==> src/rtl/spi_host_master_if.sv <==
// spi_host_master_if: local start/busy/done request bundle for spi_host_master.
interface spi_host_master_if;
    logic       start;
    logic       rd_not_wr;
    logic [7:0] cmd;
    logic [7:0] addr;
    logic [7:0] wr_data;
    logic       busy;
    logic       done;
    logic [7:0] rd_data;
    logic       rd_valid;
    modport master (
        output start, rd_not_wr, cmd, addr, wr_data,
        input  busy, done, rd_data, rd_valid
    );
    modport slave (
        input  start, rd_not_wr, cmd, addr, wr_data,
        output busy, done, rd_data, rd_valid
    );
endinterface

==> src/rtl/spi_host_master.sv <==
// spi_host_master: SPI mode-0 master sending fixed cmd/addr/data frames.
// Build option SPI_HOST_LSB_FIRST_EN: each byte is sent and captured LSB first.
module spi_host_master #(
    parameter int CLK_DIV = 3,
    parameter int CS_CYC  = 4
) (
    input  logic             clk,
    input  logic             async_reset,
    spi_host_master_if.slave host,
    output logic             spi_clk,
    output logic             spi_mosi,
    input  logic             spi_miso,
    output logic             spi_csn
);
    localparam int MAXC = (CS_CYC > CLK_DIV) ? CS_CYC : CLK_DIV;
    localparam int CW = (MAXC > 1) ? $clog2(MAXC) : 1;
    localparam logic [CW-1:0] CS_LAST = CW'(CS_CYC - 1);
    localparam logic [CW-1:0] DIV_LAST = CW'(CLK_DIV - 1);

    typedef enum logic [2:0] {IDLE, SETUP, SHIFT, HOLD, GAP} state_t;

    state_t        state, state_nxt;
    logic [CW-1:0] cnt, cnt_nxt;
    logic [4:0]    bit_cnt, bit_nxt;
    logic [23:0]   sr, sr_nxt;
    logic [7:0]    cap, cap_nxt, cap_shift;
    logic          rd_flag, rd_flag_nxt;
    logic          busy_r, busy_nxt;
    logic          done_r, done_nxt;
    logic          valid_r, valid_nxt;
    logic [7:0]    rd_data_r, rd_data_nxt;
    logic          sck_nxt, mosi_nxt, csn_nxt;

    function automatic logic [7:0] order(input logic [7:0] b);
        logic [7:0] r;
`ifdef SPI_HOST_LSB_FIRST_EN
        for (int i = 0; i < 8; i++) r[i] = b[7-i];
`else
        r = b;
`endif
        return r;
    endfunction

`ifdef SPI_HOST_LSB_FIRST_EN
    assign cap_shift = {spi_miso, cap[7:1]};
`else
    assign cap_shift = {cap[6:0], spi_miso};
`endif

    assign host.busy     = busy_r;
    assign host.done     = done_r;
    assign host.rd_valid = valid_r;
    assign host.rd_data  = rd_data_r;

    // Next-state and next-output decode; every output is registered below.
    always_comb begin
        state_nxt   = state;
        cnt_nxt     = cnt;
        bit_nxt     = bit_cnt;
        sr_nxt      = sr;
        cap_nxt     = cap;
        rd_flag_nxt = rd_flag;
        busy_nxt    = busy_r;
        done_nxt    = 1'b0;
        valid_nxt   = 1'b0;
        rd_data_nxt = rd_data_r;
        sck_nxt     = spi_clk;
        mosi_nxt    = spi_mosi;
        csn_nxt     = spi_csn;
        case (state)
            IDLE: begin
                if (host.start) begin
                    sr_nxt      = {order(host.cmd), order(host.addr),
                                   host.rd_not_wr ? 8'h00 : order(host.wr_data)};
                    rd_flag_nxt = host.rd_not_wr;
                    busy_nxt    = 1'b1;
                    csn_nxt     = 1'b0;
                    mosi_nxt    = sr_nxt[23];
                    cnt_nxt     = '0;
                    bit_nxt     = '0;
                    state_nxt   = SETUP;
                end
            end
            SETUP: begin
                if (cnt == CS_LAST) begin
                    cnt_nxt   = '0;
                    sck_nxt   = 1'b1;
                    state_nxt = SHIFT;
                end else begin
                    cnt_nxt = cnt + 1'b1;
                end
            end
            SHIFT: begin
                if (spi_clk && cnt == '0) cap_nxt = cap_shift;
                if (cnt != DIV_LAST) begin
                    cnt_nxt = cnt + 1'b1;
                end else begin
                    cnt_nxt = '0;
                    if (spi_clk) begin
                        sck_nxt  = 1'b0;
                        sr_nxt   = {sr[22:0], 1'b0};
                        mosi_nxt = sr[22];
                    end else begin
                        bit_nxt = bit_cnt + 5'd1;
                        if (bit_cnt == 5'd23) state_nxt = HOLD;
                        else sck_nxt = 1'b1;
                    end
                end
            end
            HOLD: begin
                if (cnt == CS_LAST) begin
                    cnt_nxt   = '0;
                    csn_nxt   = 1'b1;
                    mosi_nxt  = 1'b0;
                    state_nxt = GAP;
                end else begin
                    cnt_nxt = cnt + 1'b1;
                end
            end
            GAP: begin
                if (cnt == CS_LAST) begin
                    cnt_nxt     = '0;
                    busy_nxt    = 1'b0;
                    done_nxt    = 1'b1;
                    valid_nxt   = rd_flag;
                    rd_data_nxt = cap;
                    state_nxt   = IDLE;
                end else begin
                    cnt_nxt = cnt + 1'b1;
                end
            end
            default: state_nxt = IDLE;
        endcase
    end

    // State and output registers, cleared immediately by async_reset.
    always_ff @(posedge clk or posedge async_reset) begin
        if (async_reset) begin
            state     <= IDLE;
            cnt       <= '0;
            bit_cnt   <= '0;
            sr        <= '0;
            cap       <= '0;
            rd_flag   <= 1'b0;
            busy_r    <= 1'b0;
            done_r    <= 1'b0;
            valid_r   <= 1'b0;
            rd_data_r <= '0;
            spi_clk   <= 1'b0;
            spi_mosi  <= 1'b0;
            spi_csn   <= 1'b1;
        end else begin
            state     <= state_nxt;
            cnt       <= cnt_nxt;
            bit_cnt   <= bit_nxt;
            sr        <= sr_nxt;
            cap       <= cap_nxt;
            rd_flag   <= rd_flag_nxt;
            busy_r    <= busy_nxt;
            done_r    <= done_nxt;
            valid_r   <= valid_nxt;
            rd_data_r <= rd_data_nxt;
            spi_clk   <= sck_nxt;
            spi_mosi  <= mosi_nxt;
            spi_csn   <= csn_nxt;
        end
    end
endmodule

==> src/flat_wrapper.sv <==
// flat-port wrapper written by rule: the top's interface ports become plain ports
module spi_host_master_flat 
#(
    parameter int CLK_DIV = 3,
    parameter int CS_CYC  = 4
)
  (clk, async_reset, spi_clk, spi_mosi, spi_miso, spi_csn, host_start, host_rd_not_wr, host_cmd, host_addr, host_wr_data, host_busy, host_done, host_rd_data, host_rd_valid);
  spi_host_master_if host_i ();
  input  logic clk;
  input  logic async_reset;
  output logic spi_clk;
  output logic spi_mosi;
  input  logic spi_miso;
  output logic spi_csn;
  input wire logic [$bits(host_i.start)-1:0] host_start;
  input wire logic [$bits(host_i.rd_not_wr)-1:0] host_rd_not_wr;
  input wire logic [$bits(host_i.cmd)-1:0] host_cmd;
  input wire logic [$bits(host_i.addr)-1:0] host_addr;
  input wire logic [$bits(host_i.wr_data)-1:0] host_wr_data;
  output wire logic [$bits(host_i.busy)-1:0] host_busy;
  output wire logic [$bits(host_i.done)-1:0] host_done;
  output wire logic [$bits(host_i.rd_data)-1:0] host_rd_data;
  output wire logic [$bits(host_i.rd_valid)-1:0] host_rd_valid;
  assign host_i.start = host_start;
  assign host_i.rd_not_wr = host_rd_not_wr;
  assign host_i.cmd = host_cmd;
  assign host_i.addr = host_addr;
  assign host_i.wr_data = host_wr_data;
  assign host_busy = host_i.busy;
  assign host_done = host_i.done;
  assign host_rd_data = host_i.rd_data;
  assign host_rd_valid = host_i.rd_valid;
  spi_host_master #(.CLK_DIV(CLK_DIV), .CS_CYC(CS_CYC)) u_core (.clk(clk), .async_reset(async_reset), .host(host_i), .spi_clk(spi_clk), .spi_mosi(spi_mosi), .spi_miso(spi_miso), .spi_csn(spi_csn));
endmodule
==> config.mk <==
export PLATFORM = sky130hd
export DESIGN_NAME = spi_host_master_flat
export DESIGN_NICKNAME = d
export VERILOG_FILES = /design/src/rtl/spi_host_master_if.sv /design/src/rtl/spi_host_master.sv /design/src/flat_wrapper.sv
export SDC_FILE = /design/constraint.sdc
export NUM_CORES = 1
export LEC_CHECK = 0
export ABC_AREA = 1
export CORE_MARGIN = 2
export CORE_UTILIZATION = 58
export CTS_CLUSTER_DIAMETER = 120
export DETAILED_ROUTE_END_ITERATION = 6
export PLACE_DENSITY = 0.82
export SYNTH_ARGS = -nofsm -noshare
export SYNTH_HDL_FRONTEND = slang
export SYNTH_SLANG_ARGS = --single-unit
==> constraint.sdc <==
create_clock -name clk -period 3.5 [get_ports clk]
set_clock_uncertainty 0.05 [all_clocks]
set_input_delay 0.35 -clock clk [delete_from_list [all_inputs] [get_ports clk]]
set_output_delay 0.35 -clock clk [all_outputs]
set_load 0.005 [all_outputs]
# --- After elaboration in Yosys (flattened, before gate mapping) ---
# Cells that the tools add are included.
totals:
  inputBits: 29
  wordCells: 90
  output_inout_bits: 14
  reg_bits: 56
op_classes:
  eq_ne: 15
  mux: 39
  reduce_logical: 21
  add_sub_neg: 2
op_table:
  columns: ["op", "n"]
  rows:
  - ["$mux W23", 3]
  - ["$pmux W23 S2", 1]
  - ["$mux W3", 7]
  - ["$mux W5", 3]
  - ["$pmux W3 S5", 1]
  - ["$mux W1", 14]
  - ["$ne A2 B1 Y1 const B", 5]
  - ["$pmux W5 S2", 1]
  - ["$reduce_and A3 Y1", 3]
  - ["$mux W8", 1]
  - ["$ne A2 B2 Y1 const B", 4]
  - ["$reduce_and A2 Y1", 4]
  - ["$reduce_and A4 Y1", 2]
  - ["$reduce_bool A2 Y1", 4]
  - ["$reduce_and A7 Y1", 1]
  - ["$eq A3 B2 Y1 const B", 2]
  - ["$mux W2", 3]
  - ["$pmux W1 S2", 3]
  - ["$pmux W2 S3", 1]
  - ["$reduce_bool A3 Y1", 2]
  - ["$add A5 B1 Y5 const B", 1]
  - ["$eq A5 B5 Y1 const B", 1]
  - ["$reduce_and A5 Y1", 1]
  - ["$eq A3 B1 Y1 const B", 1]
  - ["other kinds (8)", 8]

# --- Depth between registers and ports, before layout ---
depth:
  depth_word: 5
  depth_mapped: 10
  depth_no_buf: 9

# --- Worst setup path after synthesis ---
# Ideal clock, no wire load.
synth_path:
  path_kind: "reg-to-reg"
  from: "register u_core.cnt[0]"
  to: "register u_core.sr[10]"
  arrival_ps: 1241
  path_slack_ps: 2133
  n_path_buf: 1
  setup_time_ps: 76
  required_time_ps: 3374
  path_stages_with_launch: 10
  synth_period_minus_slack_ps: 1367
  path_cell_list: "dfrtp_1 > inv_1 > ha_1 > inv_1 > nand3_2 > nand2_4 > nor2_8 > buf_6 > nand2_1 > o21ai_1"
synth_between:
  elab_chain_cells: 3
synth_lines:
  columns: ["item", "line_no", "text"]
  rows:
  - ["start: declaration", "spi_host_master.sv:23", "logic [CW-1:0] cnt, cnt_nxt;"]
  - ["start signal: assignment", "spi_host_master.sv:154", "cnt <= cnt_nxt;"]
  - ["$ne A2 B2 Y1", "spi_host_master.sv:95", "if (cnt != DIV_LAST) begin"]
  - ["$ne A2 B2 Y1 (no source line)", null, null]
  - ["$reduce_and A4 Y1 (no source line)", null, null]
  - ["end signal: assignment", "spi_host_master.sv:156", "sr <= sr_nxt;"]
  - ["end: declaration", "spi_host_master.sv:25", "logic [23:0] sr, sr_nxt;"]
# Every way passes these cells.
# A chain may end at the register's enable or synchronous reset.

# --- Worst setup path in the final report ---
layout_path:
  from: "register u_core.state[0]"
  to: "register u_core.spi_clk"
layout_between:
  elab_chain_cells: 3
  elab_cells_between_ends: 7
  classes_between: "eq/ne: 4; mux: 1; reduce/logical: 2"
layout_lines:
  columns: ["item", "line_no", "text"]
  rows:
  - ["start: declaration", "spi_host_master.sv:22", "state_t state, state_nxt;"]
  - ["start signal: assignment", "spi_host_master.sv:153", "state <= state_nxt;"]
  - ["$eq A3 B2 Y1 or $eq A3 B1 Y1 (tied branches)", "spi_host_master.sv:70", "case (state)"]
  - ["$ne A2 B2 Y1 (no source line) (tied with other cells)", null, null]
  - ["$reduce_and A3 Y1 (no source line)", null, null]
  - ["end signal: assignment", "spi_host_master.sv:163", "spi_clk <= sck_nxt;"]
  - ["end: declaration", "spi_host_master.sv:10", "output logic spi_clk,"]
# Parallel ways exist; a longest one is shown, timed or not.

==> summary.md <==
| Metric | Value |
|---|---|
| Chip width | `~73 um` |
| Syn. warnings | `0` |
| Commonest non-fill, non-tap cell in the layout | `nand2_1` |
| Worst hold-check path type | `flip-flop to flip-flop` |
| Post-Syn Nets | `~380` |
| Initial antenna violation count | `0` |
| Postcts setup bufs | `0` |
| CTS Buf Count | `5` |
| Fin crit period | `around 2100 ps` |
| Post-detail-place hpwl | `around 3600 um` |
| Largest stage delay on the critical path | `630 ps` |
| Tcrit/Tclk final | `roughly three fifths` |
| Crit Path Category | `flip-flop to flip-flop` |
| Global-route wire length before repair | `approximately 9000 um` |
| Area of the die | `5390 um2` |
| Register area share after synthesis | `50.1%` |
| CTS tree | `done` |
| Die height | `73.5 um` |
| VDD IR max | `344 uV` |
| Clk buf depth | `2` |
| DRT Pass-1 Iters | `4` |
| Crit path required time | `about 3600 ps` |
| Inst Count DP | `between 400 and 500` |
| Maximum achievable frequency | `roughly 470 MHz` |
| Vias in the first global route | `about 2.1k` |
| CP cell instances | `inv_2 -> nand3_2 -> o21ai_0 -> nand2_1 -> nand2_1 -> o21ai_0` |
| Wire length per cell | `around 12 um` |
| Syn avg cell area | `slightly above 8 um2` |
| Status | `finished, final reports clean` |
| Largest net degree at the start of global routing | `55` |
| DR vias/cell | `5.08` |
| RSZ-0062 raised after global routing | `no` |
| Clock Latency Late Sink | `300 ps` |
| Max-slew violation count | `0` |
| Setup violators final | `0` |
| Starting Density | `around three fifths` |
| Power per cell area | `roughly 740 nW/um2` |
| Rel. slew slack | `roughly 47%` |
| Crit path DAT | `around 2300 ps` |
| Nets | `roughly 420` |
| Final count of hold timing violations | `0` |
| Synthesized instance count | `345` |
| Gates resized, CTS repair | `0` |
| Worst-margin pin slew | `801 ps` |
| Clock Pin Slew Worst Setup and Hold Paths | `~100 ps` |
| ANT nets after route | `0` |
| CTS HTree Levels | `2` |
| Fill cells | `between 400 and 500` |
| GR Util All Layers | `roughly a fifth` |
| Clk sinks | `56` |
| Setup slack, reg-to-reg | `around 1400 ps` |
| Vias after detailed routing | `~2.2k` |
| Leak Pwr | `around 1.6 nW` |
| Utilization after layout | `70.7%` |
| Residual DRC | `0` |
| GP Congestion | `approximately 0.92` |
| Core ar. | `between 4000 and 5000 um2` |
| Cts hold-fix bufs | `0` |
| Cell with the largest stage delay on the worst path | `nand3_2` |
| Io pins | `43` |
| Site Rows | `25` |
| Diode count | `0` |
| Area Growth Syn to Fin | `18.6%` |
| Number of synthesized register bits | `56` |
| Grt total ovfl | `0` |
| Final non-filler cell total | `roughly 440` |
| Commonest non-fill, non-tap cells in the layout | `nand2_1 (98), dfrtp_1 (55), inv_1 (42), clkdlybuf4s50_1 (42), o21ai_0 (38)` |
| CTS Root Cell | `clkbuf_8` |
| Distinct cells, synth | `27` |
| Area of the mapped netlist | `2800 um2` |
| Routed WL | `5110 um` |
| Setup_tns | `0 ps` |
| IO buf count | `42` |
| CP Max Fanout | `54` |
| 1st-iter DRT viols | `115` |
| Layout cells sized above 1 | `7.83%` |
| Hold WS | `between 400 and 500 ps` |
| Worst setup EP type | `flip-flop` |
| Setup crit start kind | `flip-flop` |
| Maxcap violations | `0` |
==> worst max-delay path: cells and delay by family (launching register included) <==
| family | cells | cell delay [ps] |
|---|---|---|
| buffers and inverters | 1 | 170 |
| flip-flops | 1 | 540 |
| AO/OA/AOI/OAI | 2 | 460 |
| AND/OR/NAND/NOR | 3 | 800 |
==> layer usage <==
metal,GRT usage [%],wire length [um],vias to the layer above
li1,-,-,1160
met1,26.6,2370,995
met2,37.4,2490,62
met3,4.25,220,2
met4,4.65,25,0
met5,0,0,-
==> final timing paths <==
kind | start | depth (start not counted) | to
max in group asynchronous | async_reset | 3 | u_core.spi_csn
worst min register to register | u_core.cap[7] | 2 | u_core.host.rd_data[7]
worst max-delay path | u_core.state[0] | 6 | u_core.spi_clk
worst min-delay path | u_core.cap[7] | 2 | u_core.host.rd_data[7]
min in group asynchronous | async_reset | 2 | u_core.cap[1]
worst max register to register | u_core.state[0] | 6 | u_core.spi_clk
==> cell type report <==
cell class	instances	area, um2	share of cell area, %
clock buffer	6	82.6	2.49
clock inverter	2	38.8	1.17
inverter	48	183	5.51
multi-input combinational	227	1110	33.4
sequential	56	1400	42.3
tap	54	67.6	2.04
timing repair buffer	44	435	13.1
==> through the flow <==
| step | area (um2) | power (mW) | setup WS, ps |
|---|---|---|---|
| floorplan | 2800 | 1.88 | 1730 |
| global placement | 3200 | 2.00 | 1410 |
| detailed placement | 3200 | 2.05 | 1350 |
| CTS | 3320 | 2.48 | 1340 |
| global route | 3320 | 2.69 | 1100 |
| finish | 3320 | 2.46 | 1370 |
==> flip-flops by register name (all words and copies together) (netlist names), 2 cells and up <==
signal               cells
u_core.host.rd_data      8
u_core.bit_cnt           5
u_core.state             3
u_core.sr               23
u_core.cnt               2
u_core.cap               8
==> power breakdown <==
group	leakage [nW]	switching, mW	internal (mW)
combinational	0.822	0.674	0.367
sequential	0.725	0.132	0.859
clock	0.0614	0.197	0.234
==> synthesized netlist by cell type (all sizes together) <==
library cell  count  share of area, %
buf              12               3.4
nand3b            1              0.40
nand2           102                14
dfstp             1              0.94
nand4             2              0.45
nand3            25               5.2
clkinv            1              0.13
nor3              1              0.18
nor2             21               4.1
xor2              1              0.31
clkbuf            2              0.27
ha                5               2.2
a21oi             1              0.18
dfrtp            55                49
o21ai            68                12
inv              47               6.4
==> cells by family (layout without fill, tap and decap cells) <==
group                    Yosys count  count (layout)  synth area share, %
buffers and inverters             62             100                 10.2
adder cells (fa/ha/maj)            5               5                 2.24
XOR/XNOR                           1               1                0.313
AO/OA/AOI/OAI                     69              69                 12.3
flip-flops                        56              56                 50.1
AND/OR/NAND/NOR                  152             152                 24.7
No activity file was read; power rests on OpenSTA's default activity.
